**src/rtl/jt12_pkg.sv**
```systemverilog
// Shared jt12 definitions: busy-time default and ADPCM-A channel count.
// Also holds the vector type used for the per-channel ADPCM-A signals.
package jt12_pkg;

  localparam int JT12_BUSY_CYCLES = 32;
  localparam int JT12_ADPCMA_CH   = 6;

  typedef logic [JT12_ADPCMA_CH-1:0] adpcma_vec_t;

endpackage

```
**src/rtl/jt12_busy.sv**
```systemverilog
// Write-busy down-counter: load sets BUSY_CYCLES, cen paces the count to zero.
// The busy output is registered and reflects a nonzero count.
module jt12_busy
  import jt12_pkg::*;
#(
  parameter int BUSY_CYCLES = JT12_BUSY_CYCLES
) (
  input  logic clk,
  input  logic rst,
  input  logic cen,
  input  logic load,
  output logic busy
);

  logic [7:0] cnt_q, cnt_d;
  logic       busy_q;

  // Load wins over a decrement in the same cycle and ignores cen.
  always_comb begin
    cnt_d = cnt_q;
    if (load) begin
      cnt_d = 8'(BUSY_CYCLES);
    end else if (cen && (cnt_q != 8'd0)) begin
      cnt_d = cnt_q - 8'd1;
    end
  end

  always_ff @(posedge clk) begin
    if (rst) begin
      cnt_q  <= 8'd0;
      busy_q <= 1'b0;
    end else begin
      cnt_q  <= cnt_d;
      busy_q <= (cnt_d != 8'd0);
    end
  end

  assign busy = busy_q;

endmodule

```
**src/rtl/jt12_status.sv**
```systemverilog
// Status register: write-busy flag, timer and ADPCM end flags, and irq_n.
// Outputs feed the status readback mux directly.
module jt12_status
  import jt12_pkg::*;
#(
  parameter int BUSY_CYCLES = JT12_BUSY_CYCLES,
  parameter int use_adpcm   = 0
) (
  input  logic                      clk,
  input  logic                      rst,
  input  logic                      cen,
  input  logic                      write,
  input  logic                      addr0,
  input  logic                      timer_ovf_A,
  input  logic                      timer_ovf_B,
  input  logic                      flag_en_A,
  input  logic                      flag_en_B,
  input  logic                      clr_flag_A,
  input  logic                      clr_flag_B,
  input  logic [JT12_ADPCMA_CH-1:0] adpcma_end,
  input  logic                      adpcmb_end,
  input  logic [JT12_ADPCMA_CH-1:0] adpcma_mask,
  input  logic                      adpcmb_mask,
  output logic                      busy,
  output logic                      flag_A,
  output logic                      flag_B,
  output logic [JT12_ADPCMA_CH-1:0] adpcma_flags,
  output logic                      adpcmb_flag,
  output logic                      irq_n
);

  logic        flag_a_q, flag_a_d;
  logic        flag_b_q, flag_b_d;
  adpcma_vec_t adpcma_q, adpcma_d;
  logic        adpcmb_q, adpcmb_d;
  logic        irq_n_q;

  jt12_busy #(
    .BUSY_CYCLES(BUSY_CYCLES)
  ) u_busy (
    .clk (clk),
    .rst (rst),
    .cen (cen),
    .load(write & addr0),
    .busy(busy)
  );

  // Timer flags: set beats clear so an overflow is never lost.
  always_comb begin
    flag_a_d = flag_a_q;
    flag_b_d = flag_b_q;
    if (timer_ovf_A && flag_en_A) flag_a_d = 1'b1;
    else if (clr_flag_A)          flag_a_d = 1'b0;
    if (timer_ovf_B && flag_en_B) flag_b_d = 1'b1;
    else if (clr_flag_B)          flag_b_d = 1'b0;
  end

  // ADPCM flags: the mask is a level that both clears and blocks setting.
  always_comb begin
    adpcma_d = '0;
    adpcmb_d = 1'b0;
    if (use_adpcm != 0) begin
      for (int i = 0; i < JT12_ADPCMA_CH; i++) begin
        if (adpcma_mask[i])     adpcma_d[i] = 1'b0;
        else if (adpcma_end[i]) adpcma_d[i] = 1'b1;
        else                    adpcma_d[i] = adpcma_q[i];
      end
      if (adpcmb_mask)     adpcmb_d = 1'b0;
      else if (adpcmb_end) adpcmb_d = 1'b1;
      else                 adpcmb_d = adpcmb_q;
    end
  end

  always_ff @(posedge clk) begin
    if (rst) begin
      flag_a_q <= 1'b0;
      flag_b_q <= 1'b0;
      adpcma_q <= '0;
      adpcmb_q <= 1'b0;
      irq_n_q  <= 1'b1;
    end else begin
      flag_a_q <= flag_a_d;
      flag_b_q <= flag_b_d;
      adpcma_q <= adpcma_d;
      adpcmb_q <= adpcmb_d;
      // Built from the flag registers, so irq_n trails the flags by one cycle.
      irq_n_q  <= ~(flag_a_q | flag_b_q | (|adpcma_q) | adpcmb_q);
    end
  end

  assign flag_A       = flag_a_q;
  assign flag_B       = flag_b_q;
  assign adpcma_flags = adpcma_q;
  assign adpcmb_flag  = adpcmb_q;
  assign irq_n        = irq_n_q;

endmodule

```
**config.mk**
```make
export PLATFORM = sky130hd
export DESIGN_NAME = jt12_status
export DESIGN_NICKNAME = d
export VERILOG_FILES = /design/src/rtl/jt12_pkg.sv /design/src/rtl/jt12_busy.sv /design/src/rtl/jt12_status.sv
export SDC_FILE = /design/constraint.sdc
export NUM_CORES = 1
export LEC_CHECK = 0
export ABC_AREA = 1
export CAP_MARGIN = 10
export CORE_MARGIN = 5
export CORE_UTILIZATION = 36
export CTS_CLUSTER_DIAMETER = 30
export CTS_CLUSTER_SIZE = 20
export DETAILED_ROUTE_END_ITERATION = 6
export GPL_ROUTABILITY_DRIVEN = 0
export PLACE_DENSITY = 0.74
export RECOVER_POWER = 50
export REMOVE_ABC_BUFFERS = 1
export SLEW_MARGIN = 20
export SYNTH_ARGS = -nofsm -noshare
export SYNTH_HDL_FRONTEND = slang
export SYNTH_SLANG_ARGS = --single-unit
```
**constraint.sdc**
```tcl
create_clock -name clk -period 1.39 [get_ports clk]
set_input_delay 0.417 -clock clk [delete_from_list [all_inputs] [get_ports clk]]
set_output_delay 0.417 -clock clk [all_outputs]
set_load 0.05 [all_outputs]
```
# == Word-level counts from Yosys, hierarchy flattened ==
# Cells that the tools add are included.
# word_totals
output_inout_bits,11
ff_bits,12
wordCells,22
# op_classes
n_addsub,1
bitwise_logic,3
reduce_logical,7
mux,6
# op_table
operator,count
two-way mux 8 bit,2
nonzero test 8 bit,2
subtractor 8 x 1 -> 8 bit (second input constant),1
two-way mux 1 bit,4
nonzero test 2 bit,2
logical AND 1 bit,3
bitwise AND 1 bit,1
NOT 1 bit,1
OR 1 bit,1

# == Longest topological paths before layout ==
# logic_depth
ltp_word,5
mapped_depth,12
ltp_nobuf,12

# == Cells and area by module ==
# A second synthesis with hierarchy kept.
# unflattened
hier_cells,117
hier_area_um2,808.3
# by_module_without_submodules
mod,cells_each,seq_area_each_um2,area_per_inst_um2,n_inst
jt12_busy,95,180.2,644.4,1
jt12_status,22,60.1,163.9,1

# == Worst setup path after synthesis ==
# Ideal clock, no wire load.
# synth_timing
path_kind,register to register
start,register u_busy.cnt_q[0]
end,"register u_busy.busy_q, in the netlist u_busy.busy"
stages_incl_launch_ff,12
arrival_ns,1.289
required_ns,1.258
slack_ns,-0.032
period_less_slack_ns,1.422
path_cell_list,dfxtp_1 -> inv_1 -> ha_1 -> inv_1 -> nor3_2 -> nand2_4 -> nand2_4 -> nand2_1 -> nand3_1 -> nand3_1 -> nor2_1 -> a21oi_1
# synth_via
elab_chain_len,5
word_cells_on_any_way,6
classes_between,1 x add/sub; 2 x mux; 3 x reduce/logical
# synth_rtl
item,line,rtl
start: declaration,jt12_busy.sv:15,"logic [7:0] cnt_q, cnt_d;"
start signal: assignment,jt12_busy.sv:33,cnt_q <= cnt_d;
"parallel branches: the longest is 2 deep, another holds subtractor 8 x 1 -> 8 bit",--,
two-way mux 8 bit (*),jt12_busy.sv:23,end else if (cen && (cnt_q != 8'd0)) begin
two-way mux 8 bit (*),jt12_busy.sv:21,if (load) begin
nonzero test 8 bit (*),jt12_busy.sv:34,busy_q <= (cnt_d != 8'd0);
end signal: assignment,jt12_busy.sv:34,
end: declaration,jt12_busy.sv:16,logic busy_q;
# Every way passes the cells marked *.
# A chain may end at the register's enable or synchronous reset.

# == Worst setup path after layout ==
# layout_timing
start,register u_busy.cnt_q[3]
end,"register u_busy.busy_q, in the netlist u_busy.busy"
# The elaborated chain is that of the path after synthesis.

==> metrics.txt <==
status=finished with violations; failing checks=setup timing; most used cell, CP=nor2_4; Synth cell types=22; Hold Path Class=flip-flop to flip-flop; PortBufs=14; Die Wd=about 56 um; FILL cells=about 190; setup ws final=-0.0244 ns; number of standard cells in the final layout excluding fillers=177; FP Rows=16; FF-to-FF End=u_busy.busy; DIE AREA=roughly 3200 um^2; drt first pass iters=4; dpl cell area=roughly 1100 um^2; Hold Fails Final Rpt=0; Final HPWL DP=1.46 mm; layout cells sized above 1=0.353; number of max-cap violations=0; Core ar.=around 2000 um^2; commonest non-fill, non-tap cell in the layout=nand2_1; DRT antenna net count=0; DR vias=around 840; Clock Latency Late Sink=0.27 ns; Clock Skew=around 0.0043 ns; startpoint types=flip-flop; initial antenna violation count=0; vias in the first global route=754; final instance area=1150 um^2; Synth Register Bits=12; internal reg-to-reg setup slack=-0.02 ns; critical path class=flip-flop to flip-flop; crit path max fanout=6; WL met2=around 950 um; antenna cell count=0; total grt overflow=0; FF-to-FF Start=u_busy.cnt_q[3]; M1 WL=805 um; drt wl/cell=10.9 um; cts bufs inserted=3; 1st-iter DRT viols=11; Avg Cell Area, Syn=6.53 um^2; Pins Over Slew Limit=0; reg2reg path depth=8; Yosys warning total=0; Area Growth Syn to Fin=48.1%; post-synthesis sequential area ratio=0.309; Die Y=between 50 and 60 um; commonest non-fill, non-tap cells in the layout=nand2_1, buf_4, nor2_1; Initial Util=0.388; RSZ-0062 raised after global routing=yes; CTS tree=built; # setup viols final=1; synthesized cell area=777 um^2; Peak VDD IR=approximately 1.2 mV; CP required=between 1.5 and 2 ns; fmax=slightly above 0.7 GHz; worst-path cell chain=nor2_4, nand2_2, nor2_2, nor2_4, a21oi_2, nand3_1, nor2_1, a21oi_1; CP endpoint kind=flip-flop; htree depth=1; Critical Path AT=about 1.6 ns; Layout Nets=between 150 and 200; clk sinks=12; CTS Hold Buffers Added=0; cell count after synthesis=between 100 and 150; met3 WL=about 140 um; worst slack on hold paths=about 0.5 ns; placed insts=approximately 170; crit path to=u_busy.busy; Critical Path Max Stage Delay=roughly 0.36 ns; Clock transition at path regs=~0.070 ns; Global Route Usage Sum=0.116; Pwr Density=just under 2000 nW/um^2; uppermost layer routed=met4; CP startpoint=u_busy.cnt_q[3]; clk root buf=clkbuf_4; vias per cell=about 4.7; I/O pin count=36; WL final=1.93 mm; first-pass GRT wire length=just under 3 mm; DRC violations left=0; LEAKAGE=0.582 nW; min Tclk post-route=roughly 1.4 ns; crit share post-route=1.02; Crit-path slowest cell=dfxtp_1; clock buffer depth=2; pin count of the biggest net entering global routing=8
## sequential cells by signal, summed over array words and instances, names as in the netlist
signal        count
flag_A            1
flag_B            1
irq_n             1
u_busy.busy       1
u_busy.cnt_q      8
## per-stage QoR
| stage | util | setup TNS (ns) | power, W | setup WS, ns |
|---|---|---|---|---|
| after floorplan | - | -0.0168 | 0.00135 | -0.0168 |
| after global placement | 0.527 | -1.60 | 0.00171 | -0.292 |
| after detailed placement | 0.527 | -1.86 | 0.00177 | -0.326 |
| after CTS | 0.574 | -0.105 | 0.00218 | -0.0615 |
| after global routing | 0.575 | -0.263 | 0.00239 | -0.122 |
| final | 0.575 | -0.0244 | 0.00221 | -0.0244 |
## synthesized netlist by cell type
master | number | area share
nand2_4 | 2 | 0.029
xor2_1 | 1 | 0.011
a21oi_1 | 6 | 0.039
nor2_1 | 12 | 0.058
nor3_2 | 1 | 0.013
nor2_4 | 3 | 0.043
nand2_1 | 37 | 0.18
and2_1 | 1 | 0.0081
inv_2 | 2 | 0.0097
nand4_1 | 2 | 0.016
buf_4 | 7 | 0.068
nand3b_1 | 1 | 0.0097
o21ai_0 | 2 | 0.013
conb_1 | 1 | 0.0048
nor3_1 | 1 | 0.0064
nand2_2 | 1 | 0.0081
nor2_2 | 2 | 0.016
ha_1 | 2 | 0.032
nand3_1 | 10 | 0.064
clkbuf_1 | 1 | 0.0048
dfxtp_1 | 12 | 0.31
inv_1 | 12 | 0.058
## what timing repair did
item / 4_1_cts / 5_1_grt
setup buffers: 1 / 1
setup endpoints to repair: 6 / 8
pin swaps: 14 / 7
gates cloned: 0 / 0
resized for setup: 16 / 10
## where the power goes
group	leakage [nW]	total, W	switching (W)	internal [W]
clock network	0.0210	0.000266	0.000107	0.000159
registers	0.0999	0.000531	0.000107	0.000425
logic	0.461	0.00142	0.000807	0.000609
## cell families (layout without fill, tap and decap cells)
group	Yosys count	after routing	synth area share
buffers and inverters	22	47	0.140
AO/OA/AOI/OAI	8	8	0.0515
AND/OR/NAND/NOR	73	73	0.451
adder cells (fa/ha/maj)	2	2	0.0322
XOR/XNOR	1	1	0.0113
flip-flops	12	12	0.309
other	1	7	0.00483
## routing by layer
layer | global-route usage | vias up
met3 | 0.0298 | 4
met2 | 0.190 | 32
met5 | 0 | -
met4 | 0.0746 | 0
li1 | - | 416
met1 | 0.132 | 383
## worst min path at each step
| stage | startpoint | to | slack [ns] | cells after the start |
|---|---|---|---|---|
| 3_5_place_dp | flag_A | flag_A | 0.51 | 2 |
| 5_1_grt | flag_A | flag_A | 0.54 | 2 |
| 4_1_cts | flag_A | flag_A | 0.52 | 2 |
| 3_3_place_gp | flag_A | flag_A | 0.49 | 2 |
| 6_report | flag_A | flag_A | 0.52 | 2 |
| 2_1_floorplan | rst | flag_A | 0.49 | 1 |
## layout make-up
cell class | count | area, um^2 | area share
tap | 27 | 33.8 | 0.0293
clock buffer | 4 | 36.3 | 0.0315
multi-input combinational | 91 | 520 | 0.452
sequential | 12 | 244 | 0.212
inverter | 14 | 55.1 | 0.0478
timing repair buffer | 29 | 262 | 0.227
## worst max-delay path: cells and delay by family (launching register included)
family             cells  cell delay (ns)
AOI/OAI and AO/OA      2             0.25
DFF                    1             0.36
and+or+nand+nor        6             0.68
No activity file was read; power rests on OpenSTA's default activity.
